[src/rtl/lane_route_controller.sv]
// Lane route controller: clears, configures and fills a bank of data lanes,
// then streams their MISO FIFOs in lockstep with optional tile replay.
module lane_route_controller #(
  parameter int NUM_LANES  = 4,
  parameter int ADDR_WIDTH = 8,
  parameter int CNT_WIDTH  = 8
) (
  input  logic                            i_clk,
  input  logic                            i_nrst,
  input  logic                            i_start,
  input  logic [ADDR_WIDTH-1:0]           i_base_addr,
  input  logic [ADDR_WIDTH-1:0]           i_lane_stride,
  input  logic [ADDR_WIDTH-1:0]           i_first_word,
  input  logic [ADDR_WIDTH-1:0]           i_word_limit,
  input  logic [CNT_WIDTH-1:0]            i_reuse,
  input  logic                            i_pop_ready,
  input  logic [NUM_LANES-1:0]            i_lane_route_done,
  input  logic [NUM_LANES-1:0]            i_lane_miso_full,
  output logic                            o_reg_clear,
  output logic                            o_addr_write_en,
  output logic [NUM_LANES*ADDR_WIDTH-1:0] o_lane_start_addr,
  output logic [NUM_LANES*ADDR_WIDTH-1:0] o_lane_end_addr,
  output logic                            o_spad_rd_en,
  output logic [ADDR_WIDTH-1:0]           o_spad_addr,
  output logic [ADDR_WIDTH-1:0]           o_lane_addr,
  output logic                            o_data_valid,
  output logic                            o_ac_en,
  output logic                            o_miso_pop_en,
  output logic                            o_fifo_ptr_reset,
  output logic                            o_busy,
  output logic                            o_done,
  output logic                            o_error
);

  localparam logic [2:0] S_IDLE   = 3'd0;
  localparam logic [2:0] S_CLEAR  = 3'd1;
  localparam logic [2:0] S_CONFIG = 3'd2;
  localparam logic [2:0] S_ROUTE  = 3'd3;
  localparam logic [2:0] S_FLUSH  = 3'd4;
  localparam logic [2:0] S_STREAM = 3'd5;
  localparam logic [2:0] S_REWIND = 3'd6;
  localparam logic [2:0] S_DONE   = 3'd7;

  logic [2:0]            state;
  logic [2:0]            state_nx;
  logic [ADDR_WIDTH-1:0] cfg_base;
  logic [ADDR_WIDTH-1:0] cfg_stride;
  logic [ADDR_WIDTH-1:0] cfg_limit;
  logic [CNT_WIDTH-1:0]  cfg_reuse;
  logic [ADDR_WIDTH-1:0] spad_addr;
  logic [ADDR_WIDTH-1:0] lane_addr_q;
  logic                  dv_q;
  logic                  err_q;
  logic [CNT_WIDTH-1:0]  pop_cnt;
  logic [CNT_WIDTH-1:0]  pop_nxt;
  logic [CNT_WIDTH-1:0]  rep_cnt;
  logic [CNT_WIDTH-1:0]  stride_c;

  logic st_idle;
  logic st_route;
  logic st_flush;
  logic st_stream;
  logic st_rewind;
  logic start_ok;
  logic all_done;
  logic ovf;
  logic at_limit;
  logic pop_left;
  logic pop;
  logic last_pop;
  logic str_end;
  logic more_reps;
  logic set_err;

  assign st_idle   = (state == S_IDLE);
  assign st_route  = (state == S_ROUTE);
  assign st_flush  = (state == S_FLUSH);
  assign st_stream = (state == S_STREAM);
  assign st_rewind = (state == S_REWIND);

  assign start_ok  = st_idle && i_start;
  assign all_done  = &i_lane_route_done;
  assign ovf       = (st_route || st_flush) && dv_q
                   && (|i_lane_miso_full);
  assign at_limit  = (spad_addr >= cfg_limit);

  assign stride_c  = CNT_WIDTH'(cfg_stride);
  assign pop_left  = (pop_cnt != stride_c);
  assign pop       = st_stream && i_pop_ready && pop_left;
  assign pop_nxt   = pop_cnt + CNT_WIDTH'(1);
  assign last_pop  = pop && (pop_nxt == stride_c);
  assign str_end   = !pop_left || last_pop;
  assign more_reps = (rep_cnt < cfg_reuse);

  assign set_err   = ovf || (st_route && !all_done && at_limit);

  // Next-state selection for the fill / stream sequence.
  always_comb begin
    state_nx = state;
    unique case (state)
      S_IDLE:   if (i_start) state_nx = S_CLEAR;
      S_CLEAR:  state_nx = S_CONFIG;
      S_CONFIG: state_nx = S_ROUTE;
      S_ROUTE: begin
        if (ovf)           state_nx = S_DONE;
        else if (all_done) state_nx = S_FLUSH;
        else if (at_limit) state_nx = S_DONE;
      end
      S_FLUSH:  state_nx = ovf ? S_DONE : S_STREAM;
      S_STREAM: begin
        if (str_end)
          state_nx = more_reps ? S_REWIND : S_DONE;
      end
      S_REWIND: state_nx = S_STREAM;
      S_DONE:   state_nx = S_IDLE;
      default:  state_nx = S_IDLE;
    endcase
  end

  // State register.
  always_ff @(posedge i_clk) begin
    if (!i_nrst) state <= S_IDLE;
    else         state <= state_nx;
  end

  // Tile configuration captured on an accepted start.
  always_ff @(posedge i_clk) begin
    if (!i_nrst) begin
      cfg_base   <= '0;
      cfg_stride <= '0;
      cfg_limit  <= '0;
      cfg_reuse  <= '0;
    end else if (start_ok) begin
      cfg_base   <= i_base_addr;
      cfg_stride <= i_lane_stride;
      cfg_limit  <= i_word_limit;
      cfg_reuse  <= i_reuse;
    end
  end

  // Scratchpad word address walks forward once per ROUTE cycle.
  always_ff @(posedge i_clk) begin
    if (!i_nrst)       spad_addr <= '0;
    else if (start_ok) spad_addr <= i_first_word;
    else if (st_route) spad_addr <= spad_addr + ADDR_WIDTH'(1);
  end

  // Align address and valid with the one-cycle scratchpad read latency.
  always_ff @(posedge i_clk) begin
    if (!i_nrst) begin
      lane_addr_q <= '0;
      dv_q        <= 1'b0;
    end else begin
      lane_addr_q <= spad_addr;
      dv_q        <= st_route;
    end
  end

  // Pop and replay counters for the stream phase.
  always_ff @(posedge i_clk) begin
    if (!i_nrst) begin
      pop_cnt <= '0;
      rep_cnt <= '0;
    end else if (start_ok) begin
      pop_cnt <= '0;
      rep_cnt <= '0;
    end else if (st_rewind) begin
      pop_cnt <= '0;
      rep_cnt <= rep_cnt + CNT_WIDTH'(1);
    end else if (pop) begin
      pop_cnt <= pop_nxt;
    end
  end

  // Sticky error, cleared only by the next accepted start.
  always_ff @(posedge i_clk) begin
    if (!i_nrst)       err_q <= 1'b0;
    else if (start_ok) err_q <= 1'b0;
    else if (set_err)  err_q <= 1'b1;
  end

  // Lane windows as a running sum of the stride from the base address.
  always_comb begin
    logic [ADDR_WIDTH-1:0] acc;
    o_lane_start_addr = '0;
    o_lane_end_addr   = '0;
    acc               = cfg_base;
    for (int k = 0; k < NUM_LANES; k++) begin
      o_lane_start_addr[k*ADDR_WIDTH +: ADDR_WIDTH] = acc;
      acc = acc + cfg_stride;
      o_lane_end_addr[k*ADDR_WIDTH +: ADDR_WIDTH]   = acc;
    end
  end

  assign o_reg_clear      = (state == S_CLEAR);
  assign o_addr_write_en  = (state == S_CONFIG);
  assign o_spad_rd_en     = st_route;
  assign o_spad_addr      = spad_addr;
  assign o_lane_addr      = lane_addr_q;
  assign o_data_valid     = dv_q;
  assign o_ac_en          = st_route || st_flush;
  assign o_miso_pop_en    = pop;
  assign o_fifo_ptr_reset = st_rewind;
  assign o_busy           = !st_idle;
  assign o_done           = (state == S_DONE);
  assign o_error          = err_q;

endmodule

[config.mk]
export PLATFORM = sky130hd
export DESIGN_NAME = lane_route_controller
export DESIGN_NICKNAME = d
export VERILOG_FILES = /design/src/rtl/lane_route_controller.sv
export SDC_FILE = /design/constraint.sdc
export NUM_CORES = 1
export LEC_CHECK = 0
export ABC_AREA = 1
export CAP_MARGIN = 5
export CORE_ASPECT_RATIO = 1.5
export CORE_UTILIZATION = 47
export CTS_CLUSTER_DIAMETER = 150
export DETAILED_ROUTE_END_ITERATION = 12
export GPL_ROUTABILITY_DRIVEN = 0
export PLACE_DENSITY = 0.81
export SLEW_MARGIN = 20
export SYNTH_ARGS = -nofsm -noshare
export SYNTH_HDL_FRONTEND = slang
export SYNTH_SLANG_ARGS = --single-unit
[constraint.sdc]
create_clock -name i_clk -period 5.2 [get_ports i_clk]
set_input_delay 0.52 -clock i_clk [delete_from_list [all_inputs] [get_ports i_clk]]
set_output_delay 0.52 -clock i_clk [all_outputs]
set_load 0.005 [all_outputs]
==> impl_metrics.ini <==
[run_status]
status = finished, violations left
violations = negative setup slack

[power_and_ir_drop]
p_leak_nw = 3.14
p_sw_mw = 1.23
peakVddDrop_v = 0.000228
p_seq_frac = 0.191
internal_power_mw = 2.04
clkPwrFrac = 0.179
p_total_mw = 3.27
p_sw_frac = 0.377
p_comb_frac = 0.630
power-per-cell-area_nw_per_um2 = 467

[clock_network]
h-tree-depth = 3
cts_max_path_buffers = 2
root_buffer = clkbuf_16
cts_tree = yes
cts_buffers = 9
cts_sinks = 69
clock_latency_ns = 0.34
path_clk_slew_ns = 0.06

[global_route]
grt_pass1_vias = 5273
grt_pass1_wl_um = 24200
grt_max_degree = 39
grt_overflow = 0
grt_use_total = 0.287
antenna_found_initial = 0

[synthesis]
synth_cells = 684
synthesis.area_um2 = 4860
synth_edf_count = 0
synth_seq_cells = 69
ys_types = 42
synth_nets = 784
ys_warn_count = 0
syn_avg_cell_area_um2 = 7.10
yosysSeqAreaShare = 0.284
ys_async_sr_fraction = 0
ys.flop_type = dfxtp_1

[layout]
final_common_cell = nand2_1
diodes = 0
drive_gt1_frac = 0.138
fin_nets = 928
syn_to_final_growth_pct = 43.9
stdcell_area_um2 = 7000
layout_common_cells = nand2_1 (145), clkdlybuf4s50_1 (140), inv_1 (94)

[critical_path]
critPathKind = flop to output pin
endpoint_kind = output pin
start_kind = flop
cp_cell_sequence = ha_4 -> fa_2 -> buf_4 -> ha_2 -> nand3_2 -> nand2_2 -> xnor2_2 -> inv_2 -> ha_4 -> buf_4 -> xnor2_1 -> inv_1 -> ha_2 -> a21oi_1 -> nand2_1 -> nand2_1 -> nand2_1 -> a21oi_2 -> xnor2_1 -> clkdlybuf4s50_1
slowest_delay_ns = 0.56
path_max_fanout = 5
crit_path_frequent_cell = nand2_1
critical_path.slowest_cell = clkdlybuf4s50_1
crit_arrival_ns = 4.70
critPathRequiredTime_ns = 4.68

[sta]
max_slew_margin = 0.526
setup_ws_ns = -0.0159
period_share = 1.00
fmax_mhz = 192
worst_slew_pin_slew_ns = 0.710
finClkSkew_ns = 0.00620
whs_ns = 0.461
setup_viol = 1
drv_slew = 0
fin_crit_ns = 5.22
hold_violations = 0

[floorplan]
dieHeight_um = 127
fp.dieW_um = 85.0
pin_count = 142
dieArea_um2 = 10800
start_util = 0.482
rows = 45
core-area_um2 = 10100

[routing]
dr_total_vias = 5241
viasPerCell = 5.52
avgRoutedWirePerCell_um = 16.5
drt-initial-drc-count = 260
wirelength_um = 15700
drc_errors = 0
ant_nets = 0
firstDrtPassIters = 5

[run]
maxCapViolations = 0

[place]
io_buffers = 141
detailedPlace.worstSlack_ns = -0.193
dpl.hpwl_um = 11000
place_area_um2 = 6230

[min_path]
hp-class = flop to flop
==> cells by family after synthesis <==
kind of cell | synth area share
buf+inv | 0.136
xor+xnor | 0.0631
simple gates | 0.221
flops | 0.284
mux | 0.00206
compound gates | 0.163
fa+ha+maj | 0.130
==> final timing paths <==
path | start | endpoint | slack (ns) | depth (start not counted)
worst max-delay path | cfg_base[0] | o_lane_end_addr[30] | -0.02 | 20
worst min register to register | cfg_limit[7] | cfg_limit[7] | 0.46 | 2
worst min-delay path | cfg_limit[7] | cfg_limit[7] | 0.46 | 2
worst max register to register | state[1] | o_spad_addr[7] | 2.89 | 5
==> area by class of cell <==
| type | instances | area, um^2 |
|---|---|---|
| inverter | 103 | 392 |
| clock buffer | 10 | 239 |
| multi-input combinational | 471 | 3120 |
| tap | 117 | 146 |
| clock inverter | 6 | 46.3 |
| fill | 773 | 3080 |
| timing repair buffer | 174 | 1660 |
| sequential | 69 | 1390 |
==> cells in the mapped netlist (16+ instances only) <==
library cell    n  area share
ha_1           44        0.11
inv_1          97       0.075
buf_4          29       0.045
dfxtp_1        69        0.28
o21ai_0        41       0.042
xor2_1         19       0.034
nand2_1       149        0.12
nand3_1        38       0.039
xnor2_1        16       0.029
a21oi_1        76       0.078
nor2_1         30       0.023
==> critical path: cells and delay by family (launching register included) <==
| kind | cells | cell delay (ns) |
|---|---|---|
| AO/OA/AOI/OAI | 2 | 0.34 |
| XOR/XNOR | 3 | 0.60 |
| adder cells (fa/ha/maj) | 5 | 1.58 |
| buffers and inverters | 5 | 1.04 |
| flip-flops | 1 | 0.36 |
| AND/OR/NAND/NOR | 5 | 0.43 |
==> registers in the layout, indices dropped and copies added, names as in the netlist <==
signal,flops
o_spad_addr,8
o_lane_addr,8
cfg_reuse,8
rep_cnt,8
o_data_valid,1
cfg_limit,8
cfg_base,8
state,3
o_error,1
cfg_stride,8
pop_cnt,8
==> metrics by stage <==
step / util / setup TNS [ns] / cells
floorplan: - / 0 / 684
global placement: 0.618 / 0 / 912
detailed placement: 0.618 / -0.193 / 912
CTS: 0.677 / 0 / 941
global route: 0.694 / -0.349 / 950
finish: 0.694 / -0.0159 / 950
==> power groups by stage <==
| stage | Clock [mW] | Sequential [mW] | Combinational [mW] |
|---|---|---|---|
| after floorplan | 0 | 0.630 | 0.890 |
| after global placement | 0 | 0.631 | 1.55 |
| after detailed placement | 0 | 0.633 | 1.61 |
| after CTS | 0.593 | 0.624 | 1.83 |
| after global routing | 0.609 | 0.630 | 2.19 |
| final | 0.585 | 0.625 | 2.06 |
==> metal layers <==
metal | vias up | track usage | share of wire
li1 | 2505 | - | -
met1 | 2447 | 0.262 | 0.35
met2 | 220 | 0.551 | 0.54
met3 | 69 | 0.0599 | 0.055
met4 | 0 | 0.197 | 0.061
met5 | - | 0 | 0
==> what timing repair did <==
action / CTS / global route
pin swaps: 14 / 25
setup buffers: 13 / 9
setup endpoints to repair: 3 / 3
hold endpoints to repair: 0 / 0
resized for setup: 35 / 22
hold buffers: 0 / 0
(Power assumes the default switching activity.)
